===== src/rtl/spi_pkg.sv =====
// Shared definitions for the SPI master: header width, packet sizing and FSM states.
package spi_pkg;

  localparam int unsigned SpiHdrWidth = 4;

  function automatic int unsigned packet_size(input int unsigned param_width);
    return param_width + SpiHdrWidth;
  endfunction

  typedef enum logic [2:0] {
    StIdle,
    StSetup,
    StLow,
    StHigh,
    StGap,
    StHold,
    StDone
  } spi_state_e;

endpackage


===== src/rtl/spi_bit_timer.sv =====
// Loadable down-counter; tc_o is high on the last cycle of a loaded interval.
module spi_bit_timer #(
  parameter int unsigned Width = 4
) (
  input  logic             clk_i,
  input  logic             rst_ni,
  input  logic             load_i,
  input  logic [Width-1:0] load_val_i,
  output logic             tc_o
);

  logic [Width-1:0] cnt_q, cnt_d;

  always_comb begin
    cnt_d = cnt_q;
    if (load_i) begin
      cnt_d = load_val_i;
    end else if (cnt_q != '0) begin
      cnt_d = cnt_q - 1'b1;
    end
  end

  always_ff @(posedge clk_i or negedge rst_ni) begin
    if (!rst_ni) begin
      cnt_q <= '0;
    end else begin
      cnt_q <= cnt_d;
    end
  end

  assign tc_o = (cnt_q == '0);

endmodule


===== src/rtl/synchronizer.sv =====
// Multi-flop synchronizer for a single asynchronous input bit.
module synchronizer #(
  parameter int unsigned Stages = 2
) (
  input  logic clk_i,
  input  logic rst_ni,
  input  logic d_i,
  output logic q_o
);

  logic [Stages-1:0] sync_q;

  always_ff @(posedge clk_i or negedge rst_ni) begin
    if (!rst_ni) begin
      sync_q <= '0;
    end else begin
      sync_q <= {sync_q[Stages-2:0], d_i};
    end
  end

  assign q_o = sync_q[Stages-1];

endmodule


===== src/rtl/spi_master.sv =====
// SPI master: streams num_words packets from TX memory MSB first, writes received packets to RX
// memory. SSEL stays low across all packets of one transaction.
module spi_master
  import spi_pkg::*;
#(
  parameter int unsigned ParamWidth = 36,
  parameter int unsigned AddrWidth  = 8,
  parameter int unsigned ClkDiv     = 4,
  parameter int unsigned GapCycles  = 8
) (
  input  logic                  clk_i,
  input  logic                  rst_ni,
  input  logic                  start_i,
  input  logic [AddrWidth:0]    num_words_i,
  output logic                  busy_o,
  output logic                  done_o,
  output logic [AddrWidth-1:0]  tx_rd_addr_o,
  input  logic [ParamWidth-1:0] tx_rd_data_i,
  output logic [AddrWidth-1:0]  rx_wr_addr_o,
  output logic [ParamWidth-1:0] rx_wr_data_o,
  output logic                  rx_wr_enable_o,
  output logic                  spi_sclk_o,
  output logic                  spi_ssel_o,
  output logic                  spi_mosi_o,
  input  logic                  spi_miso_i
);

  localparam int unsigned PktSize     = packet_size(ParamWidth);
  localparam int unsigned BitCntWidth = $clog2(PktSize + 1);
  localparam int unsigned TmrMax      = (ClkDiv > GapCycles) ? ClkDiv : GapCycles;
  localparam int unsigned TmrWidth    = $clog2(TmrMax + 1);
  localparam logic [TmrWidth-1:0]    DivLoad = TmrWidth'(ClkDiv - 1);
  localparam logic [TmrWidth-1:0]    GapLoad = TmrWidth'(GapCycles - 1);
  localparam logic [BitCntWidth-1:0] BitLast = BitCntWidth'(PktSize - 1);

  spi_state_e             state_q, state_d;
  logic [PktSize-1:0]     tx_shift_q, tx_shift_d;
  // Only the low ParamWidth bits are kept; header bits shift out and are discarded.
  logic [ParamWidth-1:0]  rx_shift_q, rx_shift_d;
  logic [BitCntWidth-1:0] bit_cnt_q, bit_cnt_d;
  logic [AddrWidth:0]     word_idx_q, word_idx_d;
  logic [AddrWidth:0]     num_words_q, num_words_d;
  logic                   rx_we_q, rx_we_d;
  logic [AddrWidth-1:0]   rx_addr_q, rx_addr_d;
  logic [ParamWidth-1:0]  rx_data_q, rx_data_d;

  logic                tmr_load;
  logic [TmrWidth-1:0] tmr_val;
  logic                tmr_tc;
  logic                miso_sync;

  synchronizer #(
    .Stages(2)
  ) u_miso_sync (
    .clk_i (clk_i),
    .rst_ni(rst_ni),
    .d_i   (spi_miso_i),
    .q_o   (miso_sync)
  );

  spi_bit_timer #(
    .Width(TmrWidth)
  ) u_bit_timer (
    .clk_i     (clk_i),
    .rst_ni    (rst_ni),
    .load_i    (tmr_load),
    .load_val_i(tmr_val),
    .tc_o      (tmr_tc)
  );

  always_comb begin
    state_d     = state_q;
    tx_shift_d  = tx_shift_q;
    rx_shift_d  = rx_shift_q;
    bit_cnt_d   = bit_cnt_q;
    word_idx_d  = word_idx_q;
    num_words_d = num_words_q;
    rx_we_d     = 1'b0;
    rx_addr_d   = '0;
    rx_data_d   = '0;
    tmr_load    = 1'b0;
    tmr_val     = DivLoad;

    unique case (state_q)
      StIdle: begin
        if (start_i) begin
          if (num_words_i == '0) begin
            state_d = StDone;
          end else begin
            num_words_d = num_words_i;
            word_idx_d  = '0;
            tmr_load    = 1'b1;
            state_d     = StSetup;
          end
        end
      end
      // TX data has been valid since the second cycle of SETUP/GAP.
      StSetup, StGap: begin
        if (tmr_tc) begin
          tx_shift_d = {{SpiHdrWidth{1'b0}}, tx_rd_data_i};
          bit_cnt_d  = '0;
          tmr_load   = 1'b1;
          state_d    = StLow;
        end
      end
      StLow: begin
        if (tmr_tc) begin
          rx_shift_d = {rx_shift_q[ParamWidth-2:0], miso_sync};
          tmr_load   = 1'b1;
          state_d    = StHigh;
        end
      end
      StHigh: begin
        if (tmr_tc) begin
          tx_shift_d = tx_shift_q << 1;
          tmr_load   = 1'b1;
          if (bit_cnt_q == BitLast) begin
            rx_we_d    = 1'b1;
            rx_addr_d  = word_idx_q[AddrWidth-1:0];
            rx_data_d  = rx_shift_q;
            word_idx_d = word_idx_q + 1'b1;
            if (word_idx_d < num_words_q) begin
              tmr_val = GapLoad;
              state_d = StGap;
            end else begin
              state_d = StHold;
            end
          end else begin
            bit_cnt_d = bit_cnt_q + 1'b1;
            state_d   = StLow;
          end
        end
      end
      StHold: begin
        if (tmr_tc) begin
          word_idx_d = '0;
          state_d    = StDone;
        end
      end
      StDone: state_d = StIdle;
      default: state_d = StIdle;
    endcase
  end

  always_ff @(posedge clk_i or negedge rst_ni) begin
    if (!rst_ni) begin
      state_q     <= StIdle;
      tx_shift_q  <= '0;
      rx_shift_q  <= '0;
      bit_cnt_q   <= '0;
      word_idx_q  <= '0;
      num_words_q <= '0;
      rx_we_q     <= 1'b0;
      rx_addr_q   <= '0;
      rx_data_q   <= '0;
    end else begin
      state_q     <= state_d;
      tx_shift_q  <= tx_shift_d;
      rx_shift_q  <= rx_shift_d;
      bit_cnt_q   <= bit_cnt_d;
      word_idx_q  <= word_idx_d;
      num_words_q <= num_words_d;
      rx_we_q     <= rx_we_d;
      rx_addr_q   <= rx_addr_d;
      rx_data_q   <= rx_data_d;
    end
  end

  assign busy_o         = !(state_q inside {StIdle, StDone});
  assign done_o         = (state_q == StDone);
  assign spi_ssel_o     = (state_q inside {StIdle, StDone});
  assign spi_sclk_o     = (state_q == StHigh);
  assign spi_mosi_o     = (state_q inside {StLow, StHigh}) & tx_shift_q[PktSize-1];
  assign tx_rd_addr_o   = word_idx_q[AddrWidth-1:0];
  assign rx_wr_addr_o   = rx_addr_q;
  assign rx_wr_data_o   = rx_data_q;
  assign rx_wr_enable_o = rx_we_q;

endmodule


===== config.mk =====
export PLATFORM = sky130hd
export DESIGN_NAME = spi_master
export DESIGN_NICKNAME = d
export VERILOG_FILES = /design/src/rtl/spi_pkg.sv /design/src/rtl/spi_bit_timer.sv /design/src/rtl/synchronizer.sv /design/src/rtl/spi_master.sv
export SDC_FILE = /design/constraint.sdc
export NUM_CORES = 1
export LEC_CHECK = 0
export CAP_MARGIN = 20
export CORE_ASPECT_RATIO = 1.25
export CORE_MARGIN = 8
export CORE_UTILIZATION = 53
export CTS_CLUSTER_SIZE = 14
export DETAILED_ROUTE_END_ITERATION = 10
export PLACE_DENSITY = 0.76
export SYNTH_ARGS = -nofsm -noshare
export SYNTH_HDL_FRONTEND = slang
export SYNTH_SLANG_ARGS = --single-unit

===== constraint.sdc =====
create_clock -name clk_i -period 3.3 [get_ports clk_i]
set_input_delay 0.495 -clock clk_i [delete_from_list [all_inputs] [get_ports clk_i]]
set_output_delay 0.495 -clock clk_i [all_outputs]
set_load 0.005 [all_outputs]

Word-level counts from Yosys, hierarchy flattened
Index checks and enable logic that the tools add are counted.
{"block": "totals", "regBits": 154, "input_bits": 49, "output_inout_bits": 58, "word_cells": 91}
{"block": "classes", "add_sub_neg": 3, "order_cmp": 1, "eq_ne": 15, "mux": 41, "n_bitwise": 2, "n_reduce_logical": 18}
{"cell": "$mux 36", "n": 3}
{"cell": "$mux 40", "n": 2}
{"cell": "$pmux 40 s2", "n": 1}
{"cell": "$mux 9", "n": 5}
{"cell": "$mux 3", "n": 11}
{"cell": "$pmux 9 s3", "n": 1}
{"cell": "$mux 8", "n": 3}
{"cell": "$mux 6", "n": 3}
{"cell": "$pmux 3 s5", "n": 1}
{"cell": "$ne 2x2->1 const B", "n": 6}
{"cell": "$pmux 6 s2", "n": 1}
{"cell": "$add 9x1->9 const B", "n": 1}
{"cell": "$eq 3x3->1 const B", "n": 3}
{"cell": "$logic_not 9->1", "n": 1}
{"cell": "$lt 9x9->1", "n": 1}
{"cell": "$mux 4", "n": 2}
{"cell": "$reduce_bool 2->1", "n": 4}
{"cell": "$mux 1", "n": 7}
{"cell": "$add 6x1->6 const B", "n": 1}
{"cell": "$eq 3x2->1 const B", "n": 2}
{"cell": "$eq 6x6->1 const B", "n": 1}
{"cell": "$reduce_and 3->1", "n": 2}
{"cell": "$reduce_and 6->1", "n": 1}
{"cell": "$reduce_and 5->1", "n": 1}
{"cell": "other kinds (15)", "n": 16}

Logic depth before layout (Yosys ltp)
{"block": "depth", "depth_word": 7, "mapped_depth": 9, "depth_no_buf": 9}

Modules after synthesis
A second synthesis with hierarchy kept.
{"block": "unflattened", "cells_unflattened": 573, "area_unflattened_um2": 6775.2}
{"module": "spi_master", "instances": 1, "cells_per_inst": 549, "area_each_um2": 6491.2, "seq_area_each_um2": 3703.6}
{"module": "spi_bit_timer", "instances": 1, "cells_per_inst": 22, "area_each_um2": 234.0, "seq_area_each_um2": 100.1}
{"module": "synchronizer", "instances": 1, "cells_per_inst": 2, "area_each_um2": 50.0, "seq_area_each_um2": 50.0}

Least setup slack after synthesis
OpenSTA, ideal clock, no wires.
{"block": "synth_path", "path_type": "register to register", "start": "reg word_idx_q[2]", "end": "reg state_q[0]", "setup_ns": 0.133, "arrival_time_ns": 2.184, "required_time_ns": 3.167, "path_slack_ns": 0.983, "path_stages_with_launch": 10, "path_buffers": 1, "synth_period_minus_slack_ns": 2.317, "path_cell_list": "dfrtp_1 -> clkbuf_1 -> nand3_1 -> or4_1 -> nand2_1 -> ha_1 -> a41o_1 -> a21oi_1 -> a31oi_1 -> nand4bb_1"}
{"block": "synth_between", "elab_chain_len": 6}
{"element": "start, declared", "line": "spi_master.sv:41", "text": "logic [AddrWidth:0] word_idx_q, word_idx_d;"}
{"element": "start signal, assigned", "line": "spi_master.sv:161", "text": "word_idx_q <= word_idx_d;"}
{"element": "$add 9x1->9", "line": "spi_master.sv:121", "text": "word_idx_d = word_idx_q + 1'b1;"}
{"element": "$lt 9x9->1", "line": "spi_master.sv:122", "text": "if (word_idx_d < num_words_q) begin"}
{"element": "$mux 1", "line": "spi_master.sv:122"}
{"element": "$mux 3", "line": "spi_master.sv:117", "text": "if (bit_cnt_q == BitLast) begin"}
{"element": "$mux 3", "line": "spi_master.sv:114", "text": "if (tmr_tc) begin"}
{"element": "$pmux 3 s5", "line": "spi_master.sv:84", "text": "unique case (state_q)"}
{"element": "end signal, assigned", "line": "spi_master.sv:147", "text": "state_q <= StIdle;"}
{"element": "end signal, assigned", "line": "spi_master.sv:157", "text": "state_q <= state_d;"}
{"element": "end, declared", "line": "spi_master.sv:36", "text": "spi_state_e state_q, state_d;"}
No other way between the ends. The select of a mux whose other input is x is not followed.
A chain may end at the register's enable or synchronous reset.

Worst setup path after layout
{"block": "layout_path", "start": "reg state_q[2]", "end": "out spi_sclk_o"}
{"block": "layout_between", "elab_chain_len": 1}
{"element": "$eq 3x2->1", "line": "spi_master.sv:172", "text": "assign spi_sclk_o = (state_q == StHigh);"}
{"element": "end, declared", "line": "spi_master.sv:22", "text": "output logic spi_sclk_o,"}
No other way between the ends.

==> flow_summary.ini <==
[route]
route.met3.wl_um = 828
vias_per_cell = 5.50
top_layer = met4
first_pass_iters = 5
vias = 4789
postRouteWirelength_mm = 14.6
wl_met2_mm = 7.45
drtIter0Drc = 242
antenna_left = 0
wl_per_cell_um = 16.8
drc = 0
m1WireLength_mm = 6.12

[cts]
ctsResizeCount = 0
cts.sinks = 154
clk_pin_slew_ns = 0.06
cts_tree = yes
numCtsBuffers = 17
clockBufferDepth = 2
clk_latency_ns = 0.42
post_cts_buffers = 0
cts_hold_buffers = 0
htree_num_levels = 4
cts-root-buf = clkbuf_16

[synthesis]
yosys.area_share.simple_pct = 16.2
yosysUniqueCellTypes = 56
syn_nets = 655
yosys.area.top_type_share_pct = 57.4
ys_seq_area_share_pct = 57.4
synthXorXnorAreaFrac_pct = 0.913
ys.warnings.count = 0
async_reset_ff_share_pct = 100
synth_fa_ha_area_share_pct = 2.05
synth_top_family_by_area = simple AND/OR/NAND/NOR gates
syn_area_sq_um = 6710
netlist.top_cell.by_area = dfrtp_1
synthMuxAreaShare_pct = 10.0
yosys_most_used_dff = dfrtp_1
ys_seq_elements = 154
synth_edf_count = 0
synth_cells = 595
synth_area_leaders = dfrtp_1 (57%), mux2_4 (6.7%), nand2_1 (5.0%)
syn_avg_cell_area_sq_um = 11.3
synth_compound_area_share_pct = 8.54

[grt]
overflow = 0
first_global_vias = 4745
grt_antenna_before_repair = 0
grt_pass1_wl_mm = 23.9
grt_usage_pct = 18.5
grt_max_degree = 77

[outcome]
status = finished, final reports clean

[timing]
whs_ns = 0.0960
worst_slew_pin_slew_ns = 0.706
timing_hold_violations_final = 0
finClkSkew_ns = 0.00812
slew_viol_final = 0
slew-limit-headroom_pct = 52.5
max_freq_mhz = 365
setup_tns_ns = 0
setup_viol = 0
period_share_pct = 83.0
rsz0062_at_grt = no
period_needed_ns = 2.74

[power_and_ir_drop]
ir_drop_uv = 398
p_leak_uw = 0.00395
powerDensity_nw_per_um2 = 718

[cells_and_area]
final_layout_size_suffix_gt1_share_pct = 13.4
fin_area_sq_um = 8360
diodes = 0
fillCellCount = 979
final_net_count = 749
area_growth_pct = 24.5
layout_common_cells = dfrtp_1 (154), clkdlybuf4s50_1 (105), nand2_1 (89), nor2_1 (51), and2_1 (39)
layout_commonest_cell = dfrtp_1

[floorplanning]
die_x_um = 117
die_h_um = 142
fp.dieArea_sq_um = 16500
initial_core_util_pct = 53.5
core.rowCount = 46
io_pins = 107
core_sq_um = 12500

[worst_setup_path]
worstPathRequired_ns = 2.80
cp_max_fo = 42
crit_arrival_ns = 2.24
end_kind = primary output
critPathKind = register to primary output
start_kind = register

[placed_design]
dpl.hpwl_mm = 9.92
place_congestion = 0.820
placed_area_sq_um = 7810
io_buffers = 106

[min_path]
min_path_type = input port to asynchronous set/reset pin

[run]
maxCapViolations = 0
-- Yosys cell counts, types with 2 or more instances --
cell type and number:
dfrtp_1 154, nand2_1 89, nor2_1 51, and2_1 39, a31oi_1 37, mux2_4 30
clkbuf_1 23, inv_1 20, mux2_2 17, a21oi_1 11, ha_1 11, nand3_1 11
buf_4 8, and3_1 6, nor3_1 6, o31ai_1 6, a22o_1 5, buf_2 5
or4_1 5, xnor2_1 5, o21ai_0 4, or3_1 4, a21o_1 3, buf_12 3
mux2i_1 3, nand4_1 3, nor3b_1 3, o221ai_1 3, o311ai_0 2, xor2_1 2
-- per-layer routing --
metal / GRT usage (%) / up-vias
li1: - / 2226
met2: 30.9 / 153
met1: 22.4 / 2386
met4: 6.96 / 0
met3: 4.64 / 24
met5: 0 / -
-- sequential cells by signal, indices dropped and copies added, names as in the netlist, 3 cells and up --
signal and flops:
num_words_q 9, state_q 3, tx_shift_q 40, rx_wr_data_o 36
word_idx_q 9, bit_cnt_q 6, u_bit_timer.cnt_q 4, rx_wr_addr_o 8
rx_shift_q 36
-- cell type report --
class                   count  area [sq um]  area share, %
inverters                  21          78.8          0.943
clock buffers              18           429           5.14
repair buffers            116          1140           13.6
multi-input cells         379          2530           30.3
well taps                 168           210           2.52
clock inverters            14           114           1.36
flip-flops and latches    154          3850           46.1
-- critical path, cell delays in order (launching register included) --
cell             delay, ns
dfrtp_1               0.50
nand3b_1              0.24
clkinv_1              0.08
buf_4                 0.39
clkdlybuf4s50_1       0.59
-- path summary, 6_finish.rpt --
check,depth (start not counted),from,slack (ns),endpoint
hold reg to reg,0,u_miso_sync.sync_q[0]$_DFF_PN0_,0.37,u_miso_sync.sync_q[1]$_DFF_PN0_
hold / removal,1,rst_ni,0.1,rx_wr_data_o[7]$_DFF_PN0_
min in group clk_i,0,u_miso_sync.sync_q[0]$_DFF_PN0_,0.37,u_miso_sync.sync_q[1]$_DFF_PN0_
setup reg to reg,7,u_bit_timer.cnt_q[0]$_DFFE_PN0P_,0.69,word_idx_q[7]$_DFFE_PN0P_
max in group asynchronous,2,rst_ni,2.36,rx_wr_addr_o[5]$_DFF_PN0_
setup / recovery,4,state_q[2]$_DFFE_PN0P_,0.56,spi_sclk_o
-- stage by stage --
step / std cells / util, % / total power (uW) / setup slack (ns)
after floorplan: 595 / - / 3770 / 0.983
after global placement: 838 / 62.3 / 4130 / 0.703
after detailed placement: 838 / 62.3 / 4230 / 0.581
after CTS: 870 / 66.6 / 6030 / 0.570
after global routing: 870 / 66.6 / 6370 / 0.407
final: 870 / 66.6 / 6000 / 0.560
-- kinds of logic (layout without fill, tap and decap cells) --
kind of cell,count (synthesis),after routing
compound gates,83,83
flops,154,154
fa+ha+maj,11,11
buf+inv,62,169
simple gates,228,228
xor+xnor,7,7
mux,50,50
-- power by group --
group / total [uW] / switching (uW) / internal [uW]
clock: 1770 / 797 / 976
sequential: 2530 / 275 / 2260
combinational: 1700 / 961 / 734
No activity file was read; power rests on OpenSTA's default activity.
